===== src/rtl/systolic_result_drain.sv =====
// systolic_result_drain: swaps a column's result bank, snapshots it and
// streams each element to result memory over a valid/ready write port.
module systolic_result_drain #(
  parameter int data_size        = 8,
  parameter int systolic_size    = 2,
  parameter int memory_data_size = 16,
  parameter int addr_width       = 8
) (
  input  logic                        clk,
  input  logic                        reset,
  input  logic                        start,
  input  logic [addr_width-1:0]       base_addr,
  input  logic [data_size-1:0]        result_in [0:systolic_size-1],
  output logic                        mem_change,
  output logic                        mem_ele_cho,
  output logic                        wr_valid,
  input  logic                        wr_ready,
  output logic [addr_width-1:0]       wr_addr,
  output logic [memory_data_size-1:0] wr_data,
  output logic                        busy,
  output logic                        done
);

  localparam int IW = (systolic_size > 1) ? $clog2(systolic_size) : 1;
  localparam logic [IW-1:0] LAST = IW'(systolic_size - 1);

  typedef enum logic [2:0] {
    IDLE,
    SWAP,
    CAPTURE,
    SEND,
    DONE
  } state_t;

  state_t                state;
  logic [addr_width-1:0] addr_reg;
  logic [IW-1:0]         idx;
  logic [IW-1:0]         idx_nxt;
  logic [data_size-1:0]  res_buf [0:systolic_size-1];

  assign idx_nxt = idx + IW'(1);

  always_ff @(posedge clk or negedge reset) begin
    if (!reset) begin
      state       <= IDLE;
      addr_reg    <= '0;
      idx         <= '0;
      res_buf     <= '{default: '0};
      mem_change  <= 1'b0;
      mem_ele_cho <= 1'b0;
      wr_valid    <= 1'b0;
      wr_addr     <= '0;
      wr_data     <= '0;
      busy        <= 1'b0;
      done        <= 1'b0;
    end else begin
      mem_change <= 1'b0;
      done       <= 1'b0;
      unique case (state)
        IDLE: begin
          if (start) begin
            addr_reg   <= base_addr;
            idx        <= '0;
            mem_change <= 1'b1;
            busy       <= 1'b1;
            state      <= SWAP;
          end
        end
        SWAP: begin
          mem_ele_cho <= ~mem_ele_cho;
          state       <= CAPTURE;
        end
        CAPTURE: begin
          for (int i = 0; i < systolic_size; i++)
            res_buf[i] <= result_in[i];
          // element 0 goes straight to the port; buffer fills this edge
          wr_valid <= 1'b1;
          wr_addr  <= addr_reg;
          wr_data  <= memory_data_size'(result_in[0]);
          state    <= SEND;
        end
        SEND: begin
          if (wr_ready) begin
            if (idx == LAST) begin
              wr_valid <= 1'b0;
              done     <= 1'b1;
              state    <= DONE;
            end else begin
              idx     <= idx_nxt;
              wr_addr <= addr_reg + addr_width'(idx_nxt);
              wr_data <= memory_data_size'(res_buf[idx_nxt]);
            end
          end
        end
        DONE: begin
          busy  <= 1'b0;
          state <= IDLE;
        end
        default: state <= IDLE;
      endcase
    end
  end

endmodule

===== config.mk =====
export PLATFORM = sky130hd
export DESIGN_NAME = systolic_result_drain
export DESIGN_NICKNAME = d
export VERILOG_FILES = /design/src/rtl/systolic_result_drain.sv
export SDC_FILE = /design/constraint.sdc
export NUM_CORES = 1
export LEC_CHECK = 0
export BUFFER_PORTS_ARGS = -buffer_cell sky130_fd_sc_hd__buf_2
export CAP_MARGIN = 20
export CELL_PAD_IN_SITES_DETAIL_PLACEMENT = 1
export CELL_PAD_IN_SITES_GLOBAL_PLACEMENT = 2
export CORE_MARGIN = 4
export CORE_UTILIZATION = 36
export DETAILED_ROUTE_END_ITERATION = 16
export PLACE_DENSITY_LB_ADDON = 0.1
export SLEW_MARGIN = 30
export SYNTH_ARGS = -nofsm -noshare
export SYNTH_HDL_FRONTEND = slang
export SYNTH_SLANG_ARGS = --single-unit

===== constraint.sdc =====
create_clock -name clk -period 2.7 [get_ports clk]
set_clock_uncertainty 0.2 [all_clocks]
set_input_delay 0.675 -clock clk [delete_from_list [all_inputs] [get_ports clk]]
set_output_delay 0.675 -clock clk [all_outputs]
set_load 0.02 [all_outputs]

Yosys cells after proc, flatten, opt, wreduce, memory -nomap -nowiden
Index checks and enable logic that the tools add are counted.

Bitwise gates (word level): 2. Equal/unequal tests: 8. Reduce and logical (&&, ||, !) cells: 10. Muxes and demuxes: 27. Add/sub/neg operators: 2. Order comparisons: 1.

Operators by type and width (number): $mux W8 (5); $mux W16 (2); $pmux W16 S2 (1); $pmux W8 S2 (1); $pmux W3 S4 (1); $reduce_and A3 Y1 (4); $mux W1 (11); $mux W3 (3); $add A8 B1 Y8 (1); $ne A2 B2 Y1 const B (4); $eq A3 B2 Y1 const B (2); $pmux W1 S2 (3); $reduce_bool A2 Y1 (3); $reduce_and A2 Y1 (2); $eq A3 B1 Y1 const B (1); $eq A3 B3 Y1 const B (1); $logic_not A3 Y1 (1); $ge A2 B2 Y1 const B (1); $not A1 Y2 (1); $add A1 B1 Y1 const B (1); $not A1 Y1 (1).

Output and inout port bits: 29. Bits of input ports: 28. Bits in registers: 57.

Longest topological paths before layout
Gate-level depths: netlist of the first run.

Depth after elaboration: 8. Mapped depth: 7. Depth with buffers taken out: 6.

Least setup slack after synthesis of the first run
No wires, ideal clock.

Path kind: register -> register. Start: reg idx. End: reg wr_addr[5]. Stages on the path, launching flop included: 8. Library setup time: 0.126 ns. Setup slack: 0.977 ns. Path buffers: 1. Period minus slack after synthesis: 1.723 ns. Arrival: 1.398 ns. Cells stage by stage: dfrtp_1 inv_1 clkbuf_1 ha_1 nand3_1 nor3_1 xnor2_1 a21oi_1.

Longest elaborated chain between the ends: 5.

RTL lines: start: declaration (line 37) `logic [IW-1:0] idx;`; start signal: assignment (line 89) `idx <= idx_nxt;`; $add A1 B1 Y1 (line 41) `assign idx_nxt = idx + IW'(1);`; $add A8 B1 Y8 (line 90) `wr_addr <= addr_reg + addr_width'(idx_nxt);`; $mux W8 (line 84) `if (idx == LAST) begin`; $mux W8 (line 83) `if (wr_ready) begin`; $pmux W8 S2 (line 59) `unique case (state)`; end signal: assignment (line 78) `wr_addr <= addr_reg;`; end signal: assignment (line 90); end: declaration (line 18) `output logic [addr_width-1:0] wr_addr,`.

Parallel ways exist; a longest one is shown, timed or not. The select of a mux whose other input is x is not followed. A chain may end at the register's enable or synchronous reset.

Worst setup path after layout of the first run
Start: reg state[0]. End: reg wr_data[3].

Longest elaborated chain between the ends: 3.

RTL lines: start: declaration (line 35) `state_t state;`; start signal: assignment (line 45) `state <= IDLE;`; start signal: assignment (line 66) `state <= SWAP;`; start signal: assignment (line 71) `state <= CAPTURE;`; $eq A3 B2 Y1 (line 59); $ne A2 B2 Y1 (no source line) or $reduce_bool A2 Y1 (tied branches); $reduce_and A3 Y1 (no source line); end signal: assignment (line 79) `wr_data <= memory_data_size'(result_in[0]);`; end signal: assignment (line 91) `wr_data <= memory_data_size'(res_buf[idx_nxt]);`; end: declaration (line 19) `output logic [memory_data_size-1:0] wr_data,`.

Parallel ways exist; a longest one is shown, timed or not.

==> qor.log, run 1 <==
qor: sta.layout_min_cycle_time 2.28 ns
qor: floorplan.initial_utilization 37.2%
qor: logic_synthesis.yosys_register_bits 49
qor: power_and_ir_drop.worst_supply_voltage_drop_on_vdd 0.503 mV
qor: floorplan.die-area 0.00742 sq mm
qor: logic_synthesis.library_cell_with_the_highest_instance_count_after_synthesis dfrtp_1
qor: cts.post_cts_hold_buffer_count 0
qor: power_and_ir_drop.cellPowerDensity 1320 mW/mm^2
qor: routing.route.detailed.drc 0
qor: placed_design.port_buffers 48
qor: critical_path.worst_r2r_startpoint state[0]
qor: power_and_ir_drop.swShare 40.5%
qor: cts.ctsRootBufferMaster clkbuf_8
qor: sta.hold_violations 0
qor: global_route.grt_max_degree 33
qor: power_and_ir_drop.power_frac_comb 43.6%
qor: routing.antenna_violating_nets_post_route 0
qor: logic_synthesis.leading_cell_types_by_total_area_after_synthesis dfrtp_1 56%, mux2_2 12%, a21oi_1 4.3%, buf_4 3.8%, nor2_1 3.4%
qor: logic_synthesis.synth_xor_area_share 2.79%
qor: global_route.grt_antenna_before_repair 0
qor: cts.tritoncts done
qor: sta.timing.final.max_slew_violations 0
qor: sta.slew_headroom 55.5%
qor: logic_synthesis.multiplexer_area_fraction_after_synthesis 12.3%
qor: critical_path.cp-start-kind register
qor: logic_synthesis.async_sr_flop_fraction 100%
qor: final_layout.finalNetCount 269
qor: routing.route.top_layer_used met4
qor: final_layout.registers.top_by_ff_count res_buf
qor: placed_design.detailed_place_hpwl 3900 microns
qor: worst_hold_path.hold_path_class input port to async pin
qor: routing.met3_wirelength 276 microns
qor: cts.cts_made_buffers 5
qor: critical_path.cpPeakStageDelay 0.56 ns
qor: sta.timing.final.ws_setup 0.419 ns
qor: sta.max_freq 438 MHz
qor: final_layout.drive_above_1_share 35.4%
qor: logic_synthesis.synthFlopType dfrtp_1
qor: sta.timing_worst_slew_pin_value 0.665 ns
qor: placed_design.dp_worst_setup_slack 0.476 ns
qor: power_and_ir_drop.cellInternalPower 2.03 mW
qor: logic_synthesis.yosysWarningCount 0
qor: sta.setup_repair_after_global_routing_missed_its_margin no
qor: floorplan.die_width 86.2 microns
qor: critical_path.crit_path_start state[0]
qor: final_layout.synthToLayoutAreaGrowth 17.7%
qor: routing.routed_wire_length_per_instance 16.1 microns
qor: critical_path.critical_path.slowest_cell dfrtp_1
qor: floorplan.placementRows 28
qor: logic_synthesis.ys_seq_area_share 55.7%
qor: cts.clk_pin_slew 0.09 ns
qor: power_and_ir_drop.share_clk_of_total_power 15.7%
qor: global_route.grt_remaining_overflow 0
qor: placed_design.gp_routability_congestion 0.801
qor: floorplan.core-area 0.00592 sq mm
qor: logic_synthesis.yosys-top-cells-count 49 x dfrtp_1, 23 x mux2_2, 20 x nor2_1
qor: logic_synthesis.synth_simple_gate_area_share 13.6%
qor: routing.vias_per_cell 5.02
qor: final_layout.post-route-util 43.7%
qor: job.drv.max_cap_violation_count 0
qor: logic_synthesis.yosys.area_share.adder 1.14%
qor: power_and_ir_drop.p_switching 1.38 mW
qor: final_layout.largest_register_ff_count 16
qor: global_route.grt_pass1_vias 1709
qor: routing.detail_route.wirelength.met1 2210 microns
qor: routing.route.met2.wl 2530 microns
qor: critical_path.worst-path-stages 4
qor: critical_path.cpLargestDelayFamily simple AND/OR/NAND/NOR gates
qor: logic_synthesis.synth-compound-area-share 8.76%
qor: logic_synthesis.synth_edf_count 0
qor: logic_synthesis.synth_top_area_cell dfrtp_1
qor: logic_synthesis.synth_top_family_by_area simple AND/OR/NAND/NOR gates
qor: cts.number_of_instances_resized_during_post_cts_repair 0
qor: global_route.grt_first_pass_wirelength 8470 microns
qor: cts.sink_count_of_the_clock_tree 49
qor: cts.clock_latency 0.30 ns
qor: critical_path.critPathCaptureType register
qor: routing.post_route_wl 5080 microns
qor: routing.drtIter0Drc 40
qor: floorplan.ios 57
qor: power_and_ir_drop.power.sequential.fraction 40.7%
qor: cts.htreeDepth 2
qor: sta.finalSetupTns 0 ns
qor: logic_synthesis.synth.top_cell.area_share 55.7%
qor: logic_synthesis.yosys.cell_types.count 29
qor: critical_path.crit_path_cell_trace nand3b_1, nor2_2, a221oi_1, a21oi_1
qor: floorplan.die_ht 86.2 microns
qor: logic_synthesis.synth.avg_cell_area 11.5 sq um
qor: critical_path.worst-path-buf-inv 0
qor: cts.clock_tree.buffer_depth 2
qor: critical_path.worst-endpoint-required 2.72 ns
qor: critical_path.worstSetupPathType register to register
qor: critical_path.critical_path_peak_fanout 14
qor: sta.finalSetupViolCount 0
qor: sta.post-route-period-util 84.5%
qor: critical_path.ff2ff_path_depth 4
qor: outcome.outcome finished clean
qor: logic_synthesis.syn_area 0.00220 sq mm
qor: routing.first_pass_iters 4
qor: routing.routed_vias 1580
qor: global_route.groute.usage.overall 14.6%
qor: logic_synthesis.synth_cells 191
qor: critical_path.arrival 2.30 ns
qor: final_layout.n_antenna_cell 0
qor: cts.cts_setup_buffers 0
qor: power_and_ir_drop.p_leak 1.20 nW
-- placed cells by master, fill, tap and decap left out --
cell type	synthesis	routed
clkbuf_1	2	1
dfrtp_1	49	49
ha_1	2	2
and3b_1	1	1
a21oi_1	19	19
nor2_1	20	20
nor2_2	1	1
inv_1	3	3
buf_2	4	48
conb_1	1	8
a31oi_1	2	2
bufinv_16	0	1
nor2_4	2	2
xor2_1	4	4
nor3b_1	1	1
buf_4	11	3
nor3_1	3	3
o22ai_1	1	1
a221oi_1	8	8
nand2b_1	3	3
nand2_1	7	7
nand3b_1	2	2
nand4_1	3	3
nand3_1	2	2
a21oi_2	1	1
xnor2_1	3	3
and3_1	11	11
nor2b_1	1	1
mux2_2	23	23
mux2_1	1	1
clkbuf_8	0	6
-- cell type report --
cell class	count	area [sq um]
Clock buffer	7	86.3
Clock inverter	1	30.0
Fill cell	674	3330
Inverter	3	11.3
Multi-Input combinational cell	129	878
Sequential cell	49	1230
Tap cell	75	93.8
Timing Repair Buffer	51	263
-- through the flow --
stage / hold slack, ns / total power, mW / cell area (sq um) / cells
after global placement: 0.253 / 2.82 / 2470 / 307
after global routing: 0.133 / 3.69 / 2590 / 315
after CTS: 0.116 / 3.47 / 2590 / 315
final: 0.106 / 3.41 / 2590 / 315
after floorplan: 0.179 / 2.47 / 2230 / 198
after detailed placement: 0.258 / 2.92 / 2470 / 307
-- worst paths after layout --
check,endpoint,slack (ns)
min in group clk,mem_ele_cho,0.26
worst max register to register,wr_data[3],0.42
worst min register to register,mem_ele_cho,0.26
worst min-delay path,addr_reg[7],0.11
worst max-delay path,wr_data[3],0.42
max in group asynchronous,wr_addr[0],1.59
-- kinds of logic after synthesis --
| family | after synthesis |
|---|---|
| adder cells (fa/ha/maj) | 2 |
| buffers and inverters | 20 |
| AND/OR/NAND/NOR | 57 |
| flip-flops | 49 |
| XOR/XNOR | 7 |
| multiplexers | 24 |
| other | 1 |
| AO/OA/AOI/OAI | 31 |
-- power groups by stage --
| stage | clock [mW] | sequential (mW) | combinational, mW |
|---|---|---|---|
| after global routing | 0.591 | 1.44 | 1.66 |
| after detailed placement | 0 | 1.42 | 1.51 |
| after floorplan | 0 | 1.49 | 0.985 |
| after CTS | 0.562 | 1.40 | 1.51 |
| after global placement | 0 | 1.38 | 1.44 |
| final | 0.536 | 1.39 | 1.49 |
-- worst register-to-register path, stage by stage (launching register included) --
cell      delay, ns
dfrtp_1        0.56
nand3b_1       0.55
nor2_2         0.54
a221oi_1       0.16
a21oi_1        0.19
-- metal layers --
metal	global-route usage, %	up-vias
met1	18.5	781
met3	3.65	6
li1	-	748
met4	3.88	0
met2	24.7	45
met5	0	-
(Power assumes the default switching activity.)
==> run 2, diff against run 1 <==
Settings changed: ABC_AREA from default to 1, CORE_UTILIZATION 36 to 30.
Clock period 2.7 ns to 2.3 ns, I/O delays scaled along.
==> run 2 against run 1 <==
Combinational power up 25%. Core utilization shrank 7.7 points. Clock-buffer cell count is 1 lower. Sequential cell count is the same. Largest power group unchanged.
==> qor.log, run 2 <==
qor: sta.layout_min_cycle_time 1.76 ns
qor: logic_synthesis.synthFlopType dfrtp_1
qor: cts.tritoncts done
qor: routing.first_pass_iters 4
qor: logic_synthesis.synth_edf_count 0
qor: final_layout.n_fill_cell 980
qor: critical_path.cp-start-kind register
qor: critical_path.critPathCaptureType register
qor: sta.slew_headroom 66.3%
qor: power_and_ir_drop.worst_supply_voltage_drop_on_vdd 0.562 mV
qor: logic_synthesis.synth_cells 303
qor: global_route.grt_pass1_vias 2147
qor: placed_design.gp_routability_congestion 0.722
qor: final_layout.n_antenna_cell 0
qor: routing.routed_wire_length_per_instance 12.9 microns
qor: cts.number_of_instances_resized_during_post_cts_repair 0
qor: final_layout.post-route-util 36.0%
qor: power_and_ir_drop.cellPowerDensity 1400 mW/mm^2
qor: cts.clock_latency 0.30 ns
qor: logic_synthesis.yosysWarningCount 0
qor: global_route.grt_remaining_overflow 0
qor: logic_synthesis.async_sr_flop_fraction 100%
qor: logic_synthesis.ys_seq_area_share 51.6%
qor: final_layout.largest_register_ff_count 16
qor: critical_path.ff2ff_setup_slack 0.54 ns
qor: final_layout.drive_above_1_share 20.3%
qor: power_and_ir_drop.cellInternalPower 2.08 mW
qor: global_route.groute.usage.overall 13.2%
qor: final_layout.post_layout_nonfiller_instances 456
qor: floorplan.placementRows 32
qor: sta.finalSetupTns 0 ns
qor: final_layout.registers.top_by_ff_count res_buf
qor: cts.htreeDepth 2
qor: routing.routed_vias 1994
qor: sta.timing.final.ws_setup 0.542 ns
qor: critical_path.arrival 1.75 ns
qor: final_layout.synthToLayoutAreaGrowth 17.3%
qor: cts.cts_made_buffers 5
qor: cts.cts_setup_buffers 0
qor: power_and_ir_drop.total_power 3.90 mW
qor: sta.timing_worst_slew_pin_value 0.503 ns
qor: sta.setup_repair_after_global_routing_missed_its_margin no
qor: sta.post-route-period-util 76.4%
qor: final_layout.finish.instance_area 0.00279 sq mm
qor: logic_synthesis.synth_top_area_cell dfrtp_1
qor: cts.post_cts_hold_buffer_count 0
qor: cts.ctsRootBufferMaster clkbuf_8
qor: sta.max_freq 569 MHz
qor: power_and_ir_drop.swShare 46.5%
qor: cts.sink_count_of_the_clock_tree 49
qor: outcome.outcome finished clean
qor: global_route.grt_max_degree 50
qor: placed_design.placedInstanceArea 0.00270 sq mm
qor: power_and_ir_drop.p_leak 1.51 nW
qor: logic_synthesis.synth.avg_cell_area 7.84 sq um
qor: sta.final.hold.worst_slack 0.0478 ns
qor: logic_synthesis.yosys-top-cells-count 127 x nand2_1, 49 x dfrtp_1, 27 x o21ai_0
qor: routing.post_route_wl 5890 microns
qor: floorplan.ios 57
qor: floorplan.die_width 97.0 microns
qor: power_and_ir_drop.power.sequential.fraction 39.3%
qor: sta.timing.final.max_slew_violations 0
qor: cts.clock_tree.buffer_depth 2
qor: routing.route.detailed.drc 0
qor: critical_path.worstSetupPathType register to register
qor: power_and_ir_drop.share_clk_of_total_power 13.0%
qor: logic_synthesis.synth.top_cell.area_share 51.6%
qor: sta.finalSetupViolCount 0
qor: routing.vias_per_cell 4.37
qor: sta.hold_violations 0
qor: power_and_ir_drop.power_frac_comb 47.7%
qor: logic_synthesis.syn_area 0.00237 sq mm
qor: floorplan.initial_utilization 30.7%
qor: routing.drtIter0Drc 66
qor: placed_design.detailed_place_hpwl 4420 microns
qor: placed_design.port_buffers 48
qor: floorplan.core-area 0.00773 sq mm
qor: floorplan.die-area 0.00940 sq mm
qor: final_layout.finalNetCount 383
qor: placed_design.numPlacedInstances 448
qor: floorplan.die_ht 97.0 microns
qor: global_route.grt_antenna_before_repair 0
qor: final_layout.mostFrequentLayoutCell nand2_1
qor: job.drv.max_cap_violation_count 0
qor: final_layout.final_cell_mix 127 x nand2_1, 49 x dfrtp_1, 48 x buf_2
qor: routing.antenna_violating_nets_post_route 0
qor: worst_hold_path.hold_path_class input port to async pin
qor: logic_synthesis.library_cell_with_the_highest_instance_count_after_synthesis nand2_1
qor: logic_synthesis.leading_cell_types_by_total_area_after_synthesis dfrtp_1 52%, nand2_1 20%, o21ai_0 5.7%, nand3_1 5.1%, inv_1 3.8%
qor: logic_synthesis.yosys_register_bits 49
qor: placed_design.dp_worst_setup_slack 0.553 ns
qor: power_and_ir_drop.p_switching 1.81 mW
qor: critical_path.worst-endpoint-required 2.29 ns
qor: critical_path.critical_path_peak_fanout 9
qor: cts.clk_pin_slew 0.10 ns
qor: global_route.grt_first_pass_wirelength 10300 microns
qor: logic_synthesis.yosys.cell_types.count 25
==> run 2: cell types whose count changed after synthesis, moves of 11 or more <==
| cell | delta |
|---|---|
| o21ai_0 | +27 |
| and3_1 | -11 |
| inv_1 | +21 |
| mux2_2 | -23 |
| nand3_1 | +22 |
| a21oi_1 | -17 |
| nand2_1 | +120 |
==> run 2: logic make-up (layout without fill, tap and decap cells) <==
logic type,count (synthesis),after routing,share of synthesized area (%)
and+or+nand+nor,170,170,30.0
adders and majority gates,2,2,1.05
xor gates and xnor gates,1,1,0.369
DFF,49,49,51.6
buffers and inverters,46,90,9.43
AOI/OAI and AO/OA,34,34,7.38
other,1,8,0.158
==> run 2: power groups by stage <==
stage / Combinational [mW] / Sequential [mW] / Clock (mW)
after CTS: 1.91 / 1.54 / 0.531
after detailed placement: 1.90 / 1.55 / 0
final: 1.86 / 1.53 / 0.507
after floorplan: 1.20 / 1.70 / 0
after global routing: 2.18 / 1.58 / 0.570
after global placement: 1.86 / 1.55 / 0
==> run 2: layout make-up <==
| type | instances | area (sq um) | area share (%) |
|---|---|---|---|
| Sequential cell | 49 | 1230 | 44.0 |
| Clock inverter | 2 | 10.0 | 0.359 |
| Multi-Input combinational cell | 215 | 951 | 34.1 |
| Clock buffer | 6 | 72.6 | 2.61 |
| Inverter | 30 | 115 | 4.13 |
| Tap cell | 102 | 128 | 4.58 |
| Timing Repair Buffer | 52 | 283 | 10.2 |
==> run 2: per-layer routing <==
layer / part of all wire [%] / vias to the layer above / track usage (%)
li1: - / 1026 / -
met1: 50 / 929 / 18.5
met2: 45 / 37 / 20.2
met3: 4.6 / 2 / 3.60
met4: 0.58 / 0 / 3.24
met5: 0 / - / 0
==> run 2: final timing paths <==
kind	from	endpoint	cells after the start
max in group asynchronous	reset	res_buf[15]	2
min in group clk	base_addr[0]	addr_reg[0]	3
worst max register to register	idx	wr_addr[6]	8
worst min-delay path	reset	wr_data[2]	2
worst min register to register	mem_ele_cho	mem_ele_cho	1
worst max-delay path	idx	wr_addr[6]	8
==> run 2: worst max-delay path, cell delays in order (launching register included) <==
cell and delay, ns:
dfrtp_1 0.40, inv_2 0.15, ha_1 0.22, ha_1 0.20, nand3_1 0.10, nor2_1 0.15, nand3_1 0.09, nand3_1 0.10
nand2_1 0.05
